File: src/rtl/mostra_sequencia_controle_pkg.sv
// Shared state codes, debug codes and sizing helpers for the sequence-display controller.
package mostra_sequencia_controle_pkg;

    typedef enum logic [3:0] {
        OCIOSO  = 4'h0,
        ZERA    = 4'h1,
        ACENDE  = 4'h2,
        APAGA   = 4'h3,
        PROXIMO = 4'h4,
        FIM     = 4'hF
    } estado_t;

    localparam logic [3:0] DB_INVALIDO = 4'hE;

    // Timer must hold max(a,b)-1; one spare bit keeps the compare unsigned and safe.
    function automatic int unsigned timer_w(input int unsigned a, input int unsigned b);
        return $clog2((a > b) ? a : b) + 1;
    endfunction

    function automatic logic [3:0] db_codigo(input estado_t e);
        case (e)
            OCIOSO, ZERA, ACENDE, APAGA, PROXIMO, FIM: return 4'(e);
            default:                                   return DB_INVALIDO;
        endcase
    endfunction

endpackage

File: src/rtl/mostra_sequencia_controle_if.sv
// Handshake between the main control unit / datapath and the sequence-display controller.
interface mostra_sequencia_controle_if;
    logic       iniciar;
    logic       abortar;
    logic [3:0] endereco;
    logic [3:0] limite;
    logic       zeraE;
    logic       contaE;
    logic       leds_ativos;
    logic       ocupado;
    logic       fim_mostra;
    logic [3:0] db_estado;

    modport master (
        output iniciar, abortar, endereco, limite,
        input  zeraE, contaE, leds_ativos, ocupado, fim_mostra, db_estado
    );

    modport slave (
        input  iniciar, abortar, endereco, limite,
        output zeraE, contaE, leds_ativos, ocupado, fim_mostra, db_estado
    );
endinterface

File: src/rtl/mostra_sequencia_controle_temporizador_led.sv
// Up-counter for LED on/off windows; end flag when the count reaches the selected modulus minus one.
module mostra_sequencia_controle_temporizador_led #(
    parameter int unsigned W = 4
) (
    input  logic         i_clock,
    input  logic         i_reset,
    input  logic         i_zera,
    input  logic         i_conta,
    input  logic [W-1:0] i_m,
    output logic         o_fim_c
);

    logic [W-1:0] r_cnt;

    assign o_fim_c = (r_cnt == (i_m - W'(1)));

    // Wraps to zero on the end count so the next window starts clean.
    always_ff @(posedge i_clock) begin
        if (i_reset || i_zera) begin
            r_cnt <= '0;
        end else if (i_conta) begin
            r_cnt <= o_fim_c ? '0 : r_cnt + W'(1);
        end
    end

endmodule

File: src/rtl/mostra_sequencia_controle.sv
// Sequence-display controller: walks address E from 0 to limite, lighting then blanking the LEDs per item.
module mostra_sequencia_controle
    import mostra_sequencia_controle_pkg::*;
#(
    parameter int unsigned TEMPO_ACESO   = 1000,
    parameter int unsigned TEMPO_APAGADO = 500
) (
    input  logic                          i_clock,
    input  logic                          i_reset,
    mostra_sequencia_controle_if.slave    bus
);

    localparam int unsigned TW = timer_w(TEMPO_ACESO, TEMPO_APAGADO);

    estado_t       r_estado;
    estado_t       w_prox;
    logic          w_fim_t;
    logic          w_conta_t;
    logic          w_zera_t;
    logic [TW-1:0] w_m;

    function automatic estado_t f_proximo(input estado_t e, input logic ini, input logic abo,
                                          input logic fim_t, input logic ultimo);
        if (abo) return OCIOSO;
        case (e)
            OCIOSO:  return ini ? ZERA : OCIOSO;
            ZERA:    return ACENDE;
            ACENDE:  return fim_t ? APAGA : ACENDE;
            APAGA:   return fim_t ? (ultimo ? FIM : PROXIMO) : APAGA;
            PROXIMO: return ACENDE;
            FIM:     return OCIOSO;
            default: return OCIOSO;
        endcase
    endfunction

    assign w_m       = (r_estado == APAGA) ? TW'(TEMPO_APAGADO) : TW'(TEMPO_ACESO);
    assign w_conta_t = (r_estado == ACENDE) || (r_estado == APAGA);
    assign w_zera_t  = !w_conta_t || bus.abortar;
    assign w_prox    = f_proximo(r_estado, bus.iniciar, bus.abortar, w_fim_t,
                                 bus.endereco == bus.limite);

    mostra_sequencia_controle_temporizador_led #(.W(TW)) u_temporizador (
        .i_clock (i_clock),
        .i_reset (i_reset),
        .i_zera  (w_zera_t),
        .i_conta (w_conta_t),
        .i_m     (w_m),
        .o_fim_c (w_fim_t)
    );

    // Outputs are registered from the next state so they line up with the state they decode.
    always_ff @(posedge i_clock) begin
        if (i_reset) begin
            r_estado        <= OCIOSO;
            bus.zeraE       <= 1'b0;
            bus.contaE      <= 1'b0;
            bus.leds_ativos <= 1'b0;
            bus.ocupado     <= 1'b0;
            bus.fim_mostra  <= 1'b0;
            bus.db_estado   <= 4'h0;
        end else begin
            r_estado        <= w_prox;
            bus.zeraE       <= (w_prox == ZERA) || (w_prox == FIM);
            bus.contaE      <= (w_prox == PROXIMO);
            bus.leds_ativos <= (w_prox == ACENDE);
            bus.ocupado     <= (w_prox != OCIOSO);
            bus.fim_mostra  <= (w_prox == FIM);
            bus.db_estado   <= db_codigo(w_prox);
        end
    end

endmodule

File: src/flat_wrapper.sv
// flat-port wrapper written by rule: the top's interface ports become plain ports
module mostra_sequencia_controle_flat import mostra_sequencia_controle_pkg::*;
#(
    parameter int unsigned TEMPO_ACESO   = 1000,
    parameter int unsigned TEMPO_APAGADO = 500
)
  (i_clock, i_reset, bus_iniciar, bus_abortar, bus_endereco, bus_limite, bus_zeraE, bus_contaE, bus_leds_ativos, bus_ocupado, bus_fim_mostra, bus_db_estado);
  mostra_sequencia_controle_if bus_i ();
  input  logic i_clock;
  input  logic i_reset;
  input wire logic [$bits(bus_i.iniciar)-1:0] bus_iniciar;
  input wire logic [$bits(bus_i.abortar)-1:0] bus_abortar;
  input wire logic [$bits(bus_i.endereco)-1:0] bus_endereco;
  input wire logic [$bits(bus_i.limite)-1:0] bus_limite;
  output wire logic [$bits(bus_i.zeraE)-1:0] bus_zeraE;
  output wire logic [$bits(bus_i.contaE)-1:0] bus_contaE;
  output wire logic [$bits(bus_i.leds_ativos)-1:0] bus_leds_ativos;
  output wire logic [$bits(bus_i.ocupado)-1:0] bus_ocupado;
  output wire logic [$bits(bus_i.fim_mostra)-1:0] bus_fim_mostra;
  output wire logic [$bits(bus_i.db_estado)-1:0] bus_db_estado;
  assign bus_i.iniciar = bus_iniciar;
  assign bus_i.abortar = bus_abortar;
  assign bus_i.endereco = bus_endereco;
  assign bus_i.limite = bus_limite;
  assign bus_zeraE = bus_i.zeraE;
  assign bus_contaE = bus_i.contaE;
  assign bus_leds_ativos = bus_i.leds_ativos;
  assign bus_ocupado = bus_i.ocupado;
  assign bus_fim_mostra = bus_i.fim_mostra;
  assign bus_db_estado = bus_i.db_estado;
  mostra_sequencia_controle #(.TEMPO_ACESO(TEMPO_ACESO), .TEMPO_APAGADO(TEMPO_APAGADO)) u_core (.i_clock(i_clock), .i_reset(i_reset), .bus(bus_i));
endmodule
File: config.mk
export PLATFORM = sky130hd
export DESIGN_NAME = mostra_sequencia_controle_flat
export DESIGN_NICKNAME = d
export VERILOG_FILES = /design/src/rtl/mostra_sequencia_controle_pkg.sv /design/src/rtl/mostra_sequencia_controle_if.sv /design/src/rtl/mostra_sequencia_controle_temporizador_led.sv /design/src/rtl/mostra_sequencia_controle.sv /design/src/flat_wrapper.sv
export SDC_FILE = /design/constraint.sdc
export NUM_CORES = 1
export LEC_CHECK = 0
export CAP_MARGIN = 25
export CORE_ASPECT_RATIO = 1.4
export CORE_UTILIZATION = 53
export CTS_BUF_LIST = sky130_fd_sc_hd__clkbuf_8
export DETAILED_ROUTE_END_ITERATION = 8
export PLACE_DENSITY = 0.77
export SYNTH_ARGS = -nofsm -noshare
export SYNTH_HDL_FRONTEND = slang
export SYNTH_HIERARCHICAL = 1
export SYNTH_SLANG_ARGS = --single-unit
File: constraint.sdc
create_clock -name i_clock -period 7.2 [get_ports i_clock]
set_input_delay 2.16 -clock i_clock [delete_from_list [all_inputs] [get_ports i_clock]]
set_output_delay 2.16 -clock i_clock [all_outputs]
set_load 0.01 [all_outputs]
After elaboration in Yosys (flattened, before gate mapping)
Index checks and enable logic that the tools add are counted.
{ "totals": {"wordCells": 45, "output_inout_bits": 9, "inputBits": 12, "reg_bits": 24} }
{ "op_classes": {"reduce_logical": 11, "eq_ne": 11, "n_bitwise": 1, "mux": 11, "addsub": 2} }
{ "op_table": {"columns": ["cell", "n"], "rows": [
  ["$mux 4", 5],
  ["$eq 4x2->1 const B", 4],
  ["$pmux 4 s4", 1],
  ["$add 11x1->11 const B", 1],
  ["$eq 11x11->1", 1],
  ["$mux 11", 1],
  ["$sub 11x1->11 const B", 1],
  ["$mux 10", 1],
  ["$eq 4x1->1 const B", 2],
  ["$eq 4x3->1 const B", 2],
  ["$logic_not 4->1", 2],
  ["$reduce_or 6->1", 1],
  ["$eq 4x4->1", 1],
  ["$eq 4x4->1 const B", 1],
  ["$logic_or 1x1->1", 4],
  ["$reduce_bool 4->1", 1],
  ["$reduce_or 2->1", 2],
  ["$mux 1", 3],
  ["$logic_not 1->1", 1],
  ["$not 1->1", 1]
]} }

Depth between registers and ports, before layout
{ "depth": {"depth_word": 11, "depth_mapped": 12, "depth_no_buf": 12} }

Cells and area by module
Netlist, hierarchy kept.
{ "by_module_without_submodules": {"columns": ["mod", "seq_area_each_um2", "instances", "area_per_inst_um2", "cells_per_inst"], "rows": [
  ["mostra_sequencia_controle_temporizador_led", 220.2, 1, 999.7, 121],
  ["mostra_sequencia_controle", 260.2, 1, 560.5, 55]
]} }

Least setup slack after synthesis
No wires, ideal clock.
{ "synth_timing": {"path_type": "input -> register", "from": "input port bus_abortar", "to": "register u_core.u_temporizador.r_cnt[2]", "setup_ns": 0.065, "arrival_time_ns": 3.189, "setup_slack_ns": 3.946, "cell_stages": 7, "path_buffers": 1, "required_time_ns": 7.135, "cell_sequence": "nand2b_1 bufbuf_8 nor2_1 o21ai_0 a31oi_1 o21ai_0 nor2_1"} }
{ "synth_via": {"elab_chain_cells": 2} }
{ "synth_lines": {"columns": ["item", "line_no", "text"], "rows": [
  ["start, declared", "flat_wrapper.sv:12", "input wire logic [$bits(bus_i.abortar)-1:0] bus_abortar;"],
  ["$logic_or 1x1->1", "mostra_sequencia_controle.sv:38", "assign w_zera_t = !w_conta_t || bus.abortar;"],
  ["$logic_or 1x1->1", "mostra_sequencia_controle_temporizador_led.sv:19", "if (i_reset || i_zera) begin"],
  ["end signal, assigned", "mostra_sequencia_controle_temporizador_led.sv:22", "r_cnt <= o_fim_c ? '0 : r_cnt + W'(1);"],
  ["end, declared", "mostra_sequencia_controle_temporizador_led.sv:13", "logic [W-1:0] r_cnt;"]
]} }
Every way passes these cells.
A chain may end at the register's enable or synchronous reset.

Worst setup path in the final report
{ "layout_timing": {"from": "input port i_reset", "to": "register u_core.u_temporizador.r_cnt[2]"} }
{ "layout_via": {"elab_chain_cells": 1} }
{ "layout_lines": {"columns": ["item", "line_no", "text"], "rows": [
  ["start, declared", "flat_wrapper.sv:10", "input logic i_reset;"],
  ["$logic_or 1x1->1", "mostra_sequencia_controle_temporizador_led.sv:19", null]
]} }
Every way passes these cells.

==> run summary <==
FF-to-FF Start -> u_core/r_estado[0]
Arrival time at the worst endpoint -> 3.78 ns
Number of I/O pins -> 21
Worst Min Path Start -> u_core/u_temporizador/r_cnt[1]
Max Cap Violations -> 0
Seq/Total Area, Yosys -> 30.8%
Net Sw Frac -> 20.3%
Fraction of layout cells with a size suffix above 1 -> 9.50%
Diodes inserted -> 0
Final #Nets -> 236
Die boundary width -> 47.9 um
Crit path launch type -> input port
Power per cell area -> 147 mW/mm^2
Largest net degree at the start of global routing -> 17
Detailed placement HPWL -> 2570 um
Sequential power share -> 48.0%
# hold bufs at CTS -> 0
Worst Max-Slew Pin Slew -> 0.529 ns
Static Leakage -> 0.689 nW
Root Driver -> clkbuf_8
All-layer global routing usage -> 24.6%
Via count -> 1412
Yosys warning total -> 6
Crit-path max FO -> 16
TNS Setup -> 0 ns
Fmax achieved -> 280 MHz
Synth-to-Final Area Change -> 22.8%
Max_slew headroom -> 64.6%
Final worst setup slack -> 3.62 ns
GR Overflow Total -> 0
P_int -> 0.225 mW
R2R depth -> 11
Clock sinks -> 24
Core area -> 0.00270 mm^2
Gate power share -> 11.6%
Main synth FF type -> dfxtp_1
#FFs+latches synth -> 24
Tmin final -> 3.58 ns
CTS tree -> yes
Avg WL per Cell -> 12.7 um
Layout Cells excl Fill -> 257
Initial core utilization -> 57.8%
First-pass GRT wire length -> 5650 um
Outcome -> finished, final reports clean
Worst Skew -> 0.00120 ns
Vias in the first global route -> 1358
Final Max Tran Viols -> 0
Distinct cell type count after synthesis -> 57
Row count -> 22
Initial antenna violation count -> 0
Post-CTS resize count -> 0
Post-route clock period utilization -> 49.7%
Post-Syn Instances -> 176
Worst setup path class -> in -> reg
H-tree depth -> 1
Syn Std Cell Area -> 0.00156 mm^2
Mean Syn Cell Area -> 8.87 um^2
Port bufs -> 20
Vias/cell -> 5.49
Clock share of power -> 40.4%
RSZ-0062 raised after global routing -> false
Hold WC Path Type -> reg -> reg
Cts bufs inserted -> 3
Setup Fix Bufs, Post-CTS -> 0
Peak VDD IR -> 0.000194 V
Worst-path clk slew -> 0.08 ns
Die footprint -> 0.00317 mm^2
CP Data Required Time -> 7.40 ns
Gpl congestion -> 0.734
Clock latency at the later pin of the worst-skew pair -> 0.26 ns
Longest Clk Path Bufs -> 2
Initial drt markers -> 28
Drc violations -> 0
# setup viols final -> 0
Placed Area -> 0.00184 mm^2
Final wirelength -> 3280 um
Placed insts -> 253
Fraction of registers with async set/reset -> 0%
Pre-antenna DRT Iters -> 4
Die height -> 66.2 um
Final Hold Fails -> 0
Psw -> 0.0571 mW
Critical path origin -> i_reset
Post-Layout Inst Area -> 0.00192 mm^2
Hold Path Depth -> 2
Crit end category -> register
Pre-CTS setup slack -> 3.36 ns
Final ANT Viol Nets -> 0
EDFF count, synth -> 0
-- sequential cells by signal, summed over array words and instances (netlist names) --
| register | count |
|---|---|
| u_core/u_temporizador/r_cnt | 11 |
| u_core/bus.db_estado | 4 |
| u_core/r_estado | 4 |
| u_core/bus.contaE | 1 |
| u_core/bus.fim_mostra | 1 |
| u_core/bus.leds_ativos | 1 |
| u_core/bus.ocupado | 1 |
| u_core/bus.zeraE | 1 |
-- synthesized netlist by cell type (2+ instances only) --
library cell  number  area share (%)
o41ai_1            2             1.1
a211oi_1           2            0.96
inv_1              7             1.7
or4_4              2             1.4
or3_1              2            0.80
o211ai_1           2            0.96
nor3_1             5             1.6
or2b_2             2             1.1
and3_1             5             2.0
clkbuf_4           2            0.96
nand4_1            6             2.4
nor2b_1            2            0.80
nor4_1             9             3.6
a31oi_1            2            0.80
nor2_1            17             4.1
ha_1               2             1.6
nor3b_1            4             1.9
dfxtp_1           24              31
a21oi_1            3            0.96
nand3_1            6             1.9
o21ai_0            6             1.9
xor2_1            11             6.2
xnor2_1           12             6.7
nand2_1            6             1.4
conb_1             2            0.48
and2b_1            2            0.96
-- power by group through the flow --
| stage | sequential, mW | combinational, mW | clock (mW) |
|---|---|---|---|
| 6_report | 0.135 | 0.0328 | 0.114 |
| 5_1_grt | 0.135 | 0.0365 | 0.121 |
| 4_1_cts | 0.135 | 0.0318 | 0.117 |
| 3_5_place_dp | 0.138 | 0.0315 | 0 |
| 3_3_place_gp | 0.138 | 0.0310 | 0 |
| 2_1_floorplan | 0.138 | 0.0212 | 0 |
-- stage by stage --
stage / hold WS, ns / util, % / power [mW]
floorplan: 0.502 / - / 0.159
global placement: 0.547 / 68.4 / 0.169
detailed placement: 0.559 / 68.4 / 0.170
CTS: 0.571 / 71.0 / 0.284
global route: 0.597 / 71.0 / 0.293
finish: 0.558 / 71.0 / 0.282
-- cell families after synthesis --
kind of cell	Yosys count	share of synthesized area, %
multiplexers	1	0.642
adder cells (fa/ha/maj)	2	1.60
AND/OR/NAND/NOR	78	30.4
buffers and inverters	14	5.93
AO/OA/AOI/OAI	32	17.2
flip-flops	24	30.8
XOR/XNOR	23	12.9
other	2	0.481
-- path summary, 6_finish.rpt --
path / to / slack, ns
min reg2reg: u_core/u_temporizador/r_cnt[1] / 0.56
max: u_core/u_temporizador/r_cnt[2] / 3.62
max reg2reg: u_core/bus.zeraE / 3.73
min: u_core/u_temporizador/r_cnt[1] / 0.56
-- per-layer routing --
layer / share of wire (%) / track usage [%] / routed length, um / up-vias
met5: 0 / 0 / 0 / -
li1: - / - / - / 702
met3: 3.3 / 3.01 / 107 / 6
met2: 59 / 47.6 / 1940 / 38
met4: 1.6 / 9.03 / 53 / 0
met1: 36 / 24.4 / 1170 / 666
-- worst max-delay path, cell delays in order --
cell             delay (ns)
clkdlybuf4s50_1        0.67
nor2_1                 0.46
o21ai_0                0.16
a31oi_1                0.15
o21ai_0                0.09
nor2_1                 0.09
-- layout by cell type (no fill, tap or decap), types with 2 or more instances in the layout --
master	n
a211oi_1	2
a21oi_1	3
a31oi_1	2
and2b_1	2
and3_1	5
clkbuf_8	3
clkdlybuf4s50_1	20
conb_1	30
dfxtp_1	24
ha_1	2
inv_1	7
nand2_1	6
nand3_1	6
nand4_1	6
nor2_1	17
nor2b_1	2
nor3_1	5
nor3b_1	4
nor4_1	9
o211ai_1	2
o21ai_0	6
o41ai_1	2
or2b_2	2
or3_1	2
or4_4	2
xnor2_1	12
xor2_1	11
-- area by class of cell --
type                            count  area [um^2]
Multi-Input combinational cell    166         1090
Inverter                            7         26.3
Clock buffer                        3         41.3
Fill cell                         239          782
Tap cell                           36         45.0
Timing Repair Buffer               20          200
Clock inverter                      1         30.0
Sequential cell                    24          480
No activity file was read; power rests on OpenSTA's default activity.
